## src/rtl/mem_arbiter.sv

```systemverilog
// mem_arbiter: sequences the byte-wide RAM port for iCache block fetches and LSB loads/stores.
// Optional MEMC_RR_EN: round-robin arbitration on contention (default: LSB has fixed priority).
module mem_arbiter #(
    parameter int BLK_BYTES = 64
) (
    input  logic                   clk,
    input  logic                   rst,
    input  logic                   rdy,
    input  logic                   if_en,
    input  logic [31:0]            if_addr,
    output logic                   if_done,
    output logic [BLK_BYTES*8-1:0] if_data,
    input  logic                   ls_en,
    input  logic                   ls_wr,
    input  logic [31:0]            ls_addr,
    input  logic [1:0]             ls_len,
    input  logic [31:0]            ls_wdata,
    output logic                   ls_done,
    output logic [31:0]            ls_rdata,
    input  logic                   flush,
    input  logic [7:0]             mem_din,
    output logic [7:0]             mem_dout,
    output logic [31:0]            mem_a,
    output logic                   mem_wr
);
    localparam int CNT_W = $clog2(BLK_BYTES + 1);
    localparam int BLK_W = BLK_BYTES * 8;

    localparam logic [1:0] ST_IDLE  = 2'd0;
    localparam logic [1:0] ST_IF_RD = 2'd1;
    localparam logic [1:0] ST_LS_RD = 2'd2;
    localparam logic [1:0] ST_LS_WR = 2'd3;

    logic [1:0]       r_state;
    logic [CNT_W-1:0] r_cnt;
    logic [CNT_W-1:0] r_ls_n;
    logic [31:0]      r_base;
    logic [31:0]      r_wdata;
    logic [31:0]      r_mem_a;
    logic [7:0]       r_mem_dout;
    logic             r_mem_wr;
    logic             r_if_done;
    logic             r_ls_done;
    logic [BLK_W-1:0] r_if_buf;
    logic [BLK_W-1:0] r_if_data;
    logic [31:0]      r_ls_buf;
    logic [31:0]      r_ls_rdata;
`ifdef MEMC_RR_EN
    logic             r_rr_ptr;   // 0 = fetch wins next contention, 1 = LSB
`endif

    logic             w_block;
    logic             w_grant_if;
    logic             w_grant_ls;
    logic             w_more;
    logic             w_last;
    logic [CNT_W-1:0] w_ls_n;
    logic [CNT_W-1:0] w_n;
    logic [CNT_W-1:0] w_cnt_nxt;
    logic [4:0]       w_ls_sh;
    logic [31:0]      w_addr_nxt;
    logic [31:0]      w_ls_shift;
    logic [BLK_W-1:0] w_if_shift;

    assign if_done  = r_if_done;
    assign if_data  = r_if_data;
    assign ls_done  = r_ls_done;
    assign ls_rdata = r_ls_rdata;
    assign mem_a    = r_mem_a;
    assign mem_dout = r_mem_dout;
    assign mem_wr   = r_mem_wr & rdy;

    always_comb begin
        w_ls_n = CNT_W'(4);
        case (ls_len)
            2'd0:    w_ls_n = CNT_W'(1);
            2'd1:    w_ls_n = CNT_W'(2);
            default: w_ls_n = CNT_W'(4);
        endcase
    end

    // Loaded bytes enter at the top; shift the N valid bytes down to bit 0.
    always_comb begin
        w_ls_sh = 5'd0;
        case (r_ls_n)
            CNT_W'(1): w_ls_sh = 5'd24;
            CNT_W'(2): w_ls_sh = 5'd16;
            default:   w_ls_sh = 5'd0;
        endcase
    end

    assign w_n        = (r_state == ST_IF_RD) ? CNT_W'(BLK_BYTES) : r_ls_n;
    assign w_cnt_nxt  = r_cnt + 1'b1;
    assign w_more     = (w_cnt_nxt < w_n);
    assign w_last     = (r_cnt == w_n);
    assign w_addr_nxt = r_base + 32'(w_cnt_nxt);
    assign w_if_shift = {mem_din, r_if_buf[BLK_W-1:8]};
    assign w_ls_shift = {mem_din, r_ls_buf[31:8]};

    // A done pulse still high means the requester has not yet dropped en.
    assign w_block = flush | r_if_done | r_ls_done;

    always_comb begin
        w_grant_if = 1'b0;
        w_grant_ls = 1'b0;
        if (r_state == ST_IDLE && !w_block) begin
            if (if_en && ls_en) begin
`ifdef MEMC_RR_EN
                w_grant_if = ~r_rr_ptr;
                w_grant_ls = r_rr_ptr;
`else
                w_grant_ls = 1'b1;
`endif
            end else begin
                w_grant_if = if_en;
                w_grant_ls = ls_en;
            end
        end
    end

    always_ff @(posedge clk or negedge rst) begin
        if (!rst) begin
            r_state    <= ST_IDLE;
            r_cnt      <= '0;
            r_ls_n     <= '0;
            r_base     <= '0;
            r_wdata    <= '0;
            r_mem_a    <= '0;
            r_mem_dout <= '0;
            r_mem_wr   <= 1'b0;
            r_if_done  <= 1'b0;
            r_ls_done  <= 1'b0;
            r_if_buf   <= '0;
            r_if_data  <= '0;
            r_ls_buf   <= '0;
            r_ls_rdata <= '0;
`ifdef MEMC_RR_EN
            r_rr_ptr   <= 1'b0;
`endif
        end else if (rdy) begin
            r_if_done <= 1'b0;
            r_ls_done <= 1'b0;
            case (r_state)
                ST_IDLE: begin
                    r_cnt <= '0;
`ifdef MEMC_RR_EN
                    if (w_grant_if || w_grant_ls)
                        r_rr_ptr <= w_grant_if;
`endif
                    if (w_grant_if) begin
                        r_state <= ST_IF_RD;
                        r_base  <= if_addr;
                        r_mem_a <= if_addr;
                    end else if (w_grant_ls) begin
                        r_base  <= ls_addr;
                        r_mem_a <= ls_addr;
                        r_ls_n  <= w_ls_n;
                        if (ls_wr) begin
                            r_state    <= ST_LS_WR;
                            r_mem_dout <= ls_wdata[7:0];
                            r_wdata    <= ls_wdata >> 8;
                            r_mem_wr   <= 1'b1;
                        end else begin
                            r_state <= ST_LS_RD;
                        end
                    end
                end
                ST_IF_RD, ST_LS_RD: begin
                    // Flush beats the final capture: no done, data outputs untouched.
                    if (flush) begin
                        r_state <= ST_IDLE;
                    end else begin
                        r_cnt <= w_cnt_nxt;
                        if (w_more)
                            r_mem_a <= w_addr_nxt;
                        if (r_cnt != '0) begin
                            if (r_state == ST_IF_RD) r_if_buf <= w_if_shift;
                            else                     r_ls_buf <= w_ls_shift;
                        end
                        if (w_last) begin
                            r_state <= ST_IDLE;
                            if (r_state == ST_IF_RD) begin
                                r_if_data <= w_if_shift;
                                r_if_done <= 1'b1;
                            end else begin
                                r_ls_rdata <= w_ls_shift >> w_ls_sh;
                                r_ls_done  <= 1'b1;
                            end
                        end
                    end
                end
                ST_LS_WR: begin
                    r_cnt <= w_cnt_nxt;
                    if (w_more) begin
                        r_mem_a    <= w_addr_nxt;
                        r_mem_dout <= r_wdata[7:0];
                        r_wdata    <= r_wdata >> 8;
                    end else begin
                        r_mem_wr  <= 1'b0;
                        r_state   <= ST_IDLE;
                        r_ls_done <= 1'b1;
                    end
                end
                default: r_state <= ST_IDLE;
            endcase
        end
    end
endmodule

```

## config.mk

```make
export PLATFORM = sky130hd
export DESIGN_NAME = mem_arbiter
export DESIGN_NICKNAME = d
export VERILOG_FILES = /design/src/rtl/mem_arbiter.sv
export SDC_FILE = /design/constraint.sdc
export NUM_CORES = 1
export LEC_CHECK = 0
export CAP_MARGIN = 20
export CORE_ASPECT_RATIO = 1.25
export CORE_UTILIZATION = 50
export CTS_BUF_LIST = sky130_fd_sc_hd__clkbuf_8
export DETAILED_ROUTE_END_ITERATION = 10
export PLACE_DENSITY_LB_ADDON = 0.25
export SLEW_MARGIN = 20
export SYNTH_ARGS = -nofsm -noshare
export SYNTH_HDL_FRONTEND = slang
export SYNTH_SLANG_ARGS = --single-unit
```

## constraint.sdc

```tcl
create_clock -name clk -period 3.9 [get_ports clk]
set_clock_uncertainty 0.2 [all_clocks]
set_input_delay 0.78 -clock clk [delete_from_list [all_inputs] [get_ports clk]]
set_output_delay 0.78 -clock clk [all_outputs]
set_load 0.02 [all_outputs]
```

==> results.sh <==
export IMPL_run_status="finished clean"
export IMPL_slowest_delay_ns=0.55
export IMPL_yosys_area_share_simple_pct=3.08
export IMPL_firstDrtPassIters=5
export IMPL_clk_root_buffer_cell="sky130_fd_sc_hd__clkbuf_8"
export IMPL_synth_cells=3029
export IMPL_clk_path_buf_depth=3
export IMPL_cp_common_cell="sky130_fd_sc_hd__o21a_1"
export IMPL_number_of_flops_mapped_to_enable_cells_by_yosys=0
export IMPL_globalRouteTotalUtil_pct=23.6
export IMPL_drc=0
export IMPL_route_vias_total=27600
export IMPL_routed_wl_mm=112
export IMPL_synth_top_area_share_pct=63.3
export IMPL_endpoint_kind="register"
export IMPL_setup_tns_ns=0
export IMPL_synthTopCellsByArea="sky130_fd_sc_hd__dfrtp_1 63%, sky130_fd_sc_hd__mux2_2 25%, sky130_fd_sc_hd__buf_6 1.3%"
export IMPL_io_buffer_count=699
export IMPL_area_delta_synth_final_pct=25.8
export IMPL_critical_path_cell_chain="nand3_2 -> o21a_1 -> or2_2 -> ha_1 -> o211ai_1 -> o211ai_2 -> buf_4 -> nand3_1 -> o21a_1 -> o31ai_1 -> mux2i_1"
export IMPL_dominant_combinational_cell_family_by_area_after_synthesis="multiplexers"
export IMPL_post_synth_instance_area_sq_um=46800
export IMPL_cp_slowest_cell="sky130_fd_sc_hd__dfrtp_1"
export IMPL_dominantRegCellSynth="sky130_fd_sc_hd__dfrtp_1"
export IMPL_timing_critical_path_required_ns=4.36
export IMPL_met2_usage_pct=37.6
export IMPL_tritoncts="built"
export IMPL_antenna_violating_nets_post_route=0
export IMPL_worstPathArrival_ns=4.00
export IMPL_worstSetupPathType="register to register"
export IMPL_relSlewSlack_pct=29.3
export IMPL_async_set_or_reset_flop_fraction_in_the_synthesized_netlist_pct=100
export IMPL_global_route_wire_length_before_repair_mm=170
export IMPL_floorplan_die_height_um=344
export IMPL_postSynthRegisterBits=1183
export IMPL_final_fill_count=7020
export IMPL_post_synth_xor_area_fraction_pct=0.561
export IMPL_crit_fanout=8
export IMPL_report_final_hold_viol_count=0
export IMPL_p_leak_nw=29.2
export IMPL_finalCriticalPeriod_ns=3.53
export IMPL_post_cts_setup_repair_bufs=0
export IMPL_dp_hpwl_mm=78.8
export IMPL_final_hold_worst_slack_ns=0.290
export IMPL_floorplan_core_area_sq_um=92900
export IMPL_place_congestion=0.884
export IMPL_drive_gt1_share_pct=35.9
export IMPL_num_nets_final=3943
export IMPL_avgSynthCellArea_sq_um=15.5
export IMPL_grt_antenna_before_repair=18
export IMPL_finalCritPeriodShare_pct=90.6
export IMPL_maxCapViolations=0
export IMPL_wl_per_cell_um=21.7
export IMPL_synthDominantAreaCellType="sky130_fd_sc_hd__dfrtp_1"
export IMPL_muxShareOfSynthArea_pct=27.2
export IMPL_initial_utilization_pct=50.4
export IMPL_final_max_slew_viol_count=0
export IMPL_fp_dieArea_sq_um=94800
export IMPL_cts_num_sinks=1183
export IMPL_setup_worst_path_start_class="register"
export IMPL_h_tree_lvls=4
export IMPL_dieWidth_um=276
export IMPL_clock_latency_ns=0.82
export IMPL_rsz0062_at_grt="no"
export IMPL_global_route_overflow=0
export IMPL_power_per_cell_area_nw_per_um2=511
export IMPL_busiest_layer="met2"
export IMPL_globalRouteMet1Util_pct=29.5
export IMPL_syn_num_nets=3159
export IMPL_worst_hold_path_type="register to register"
export IMPL_grt_max_degree=101
export IMPL_p_total_mw=30.1
export IMPL_achievable_frequency_mhz=283
export IMPL_yosysMostFrequentCell="sky130_fd_sc_hd__dfrtp_1"
export IMPL_placementRows=125
export IMPL_synth_compound_area_share_pct=2.71
export IMPL_cts_inserted_buffers=178
export IMPL_globalRouteMet3Util_pct=7.57
export IMPL_vias_in_the_first_global_route=28200
export IMPL_final_setup_viol_count=0
export IMPL_avgViaCountPerCell=5.35
export IMPL_yosysWarningCount=0
export IMPL_number_of_different_library_cells_in_the_post_synthesis_netlist=66
export IMPL_ioPinCount=700
export IMPL_clock_pin_transition_on_the_worst_setup_and_hold_timing_paths_ns=0.06
export IMPL_synth_cells_most_frequent="1183 x sky130_fd_sc_hd__dfrtp_1, 1026 x sky130_fd_sc_hd__mux2_2, 87 x sky130_fd_sc_hd__nand2_1"
export IMPL_synth_adder_area_share_pct=0.471
export IMPL_drt_first_iter_violations=1464
export IMPL_worstMarginPinSlew_ns=1.06
export IMPL_synth_seq_area_share_pct=63.3
export IMPL_max_vdd_drop_v=0.000472
## final timing paths
kind / from / end / slack (ns) / cells past startpoint
worst max-delay path: r_cnt[2] / mem_a[30] / 0.37 / 11
worst min-delay path: r_base[3] / r_base[3] / 0.29 / 2
worst max register to register: r_cnt[2] / mem_a[30] / 0.37 / 11
worst min register to register: r_base[3] / r_base[3] / 0.29 / 2
max in group asynchronous: rst / r_if_buf[86] / 2.04 / 3
min in group asynchronous: rst / ls_rdata[11] / 0.30 / 2
## routing by layer
metal	share of wire (%)	routed length, um
met1	41	45400
met2	48	54300
met3	7.3	8150
met4	3.6	4070
met5	0.044	49
## cell type report
cell class / count / area [sq um] / share of cell area (%)
Sequential cell: 1183 / 29600 / 50.3
Multi-Input combinational cell: 1640 / 15900 / 27.1
Antenna cell: 13 / 32.5 / 0.0553
Timing Repair Buffer: 777 / 8010 / 13.6
Clock buffer: 218 / 3000 / 5.10
Inverter: 33 / 124 / 0.210
Clock inverter: 91 / 634 / 1.08
Tap cell: 1206 / 1510 / 2.56
## cell families after synthesis
group	count (synthesis)
DFF	1183
xor gates and xnor gates	30
adders and majority gates	17
muxes	1122
AOI/OAI and AO/OA	192
buffers and inverters	206
and+or+nand+nor	279
## cells in the final DEF, fill, tap and decap left out, drive strengths merged, types with 9 or more instances in the layout
cell type | synthesis | final
nand4 | 32 | 32
o21ai | 78 | 78
nand3 | 78 | 78
xor2 | 15 | 15
a22o | 12 | 12
clkdlybuf4s50 | 0 | 698
clkinv | 0 | 9
ha | 16 | 16
mux2i | 47 | 47
nand2 | 87 | 87
a21oi | 28 | 28
xnor2 | 15 | 15
inv | 33 | 105
diode | 0 | 13
a22oi | 32 | 32
clkbuf | 45 | 218
mux2 | 1075 | 1075
nor3 | 11 | 11
buf | 128 | 78
dfrtp | 1183 | 1183
nor2 | 30 | 30
## registers in the layout (all words and copies together) (netlist names)
| register | count |
|---|---|
| if_data | 512 |
| r_if_buf | 504 |
| ls_rdata | 32 |
| mem_a | 32 |
| r_base | 32 |
| r_ls_buf | 24 |
| r_wdata | 24 |
| mem_dout | 8 |
| r_cnt | 7 |
| r_ls_n | 3 |
| r_state | 2 |
| if_done | 1 |
| ls_done | 1 |
| r_mem_wr | 1 |
## metrics by stage
step	utilization, %	setup slack (ns)	instances	instance area (sq um)
floorplan	-	0.763	3029	46800
global placement	59.4	0.291	4838	55200
detailed placement	59.4	0.267	4838	55200
CTS	63.3	0.290	5148	58800
global route	63.4	0.124	5160	58900
finish	63.4	0.365	5161	58900
## timing repair
item                                    in CTS  in global routing
endpoints found under the setup margin       0                  1
hold buffers                                 1                  0
hold endpoints to repair                    70                  0
gates resized for setup                      0                  1
## critical path: cells and delay by family, from the launching register on
family	cells	cell delay [ns]
compound gates	5	1.31
simple gates	3	0.63
flops	1	0.55
fa+ha+maj	1	0.36
buf+inv	1	0.22
mux	1	0.13
## report_power, final
group | switching [mW] | total [mW] | leakage, nW | internal, mW
sequential | 0.744 | 14.0 | 16.2 | 13.2
combinational | 3.30 | 5.89 | 10.9 | 2.59
clock | 4.75 | 10.2 | 2.09 | 5.47
Note: power is estimated with default switching activity, not from simulation.
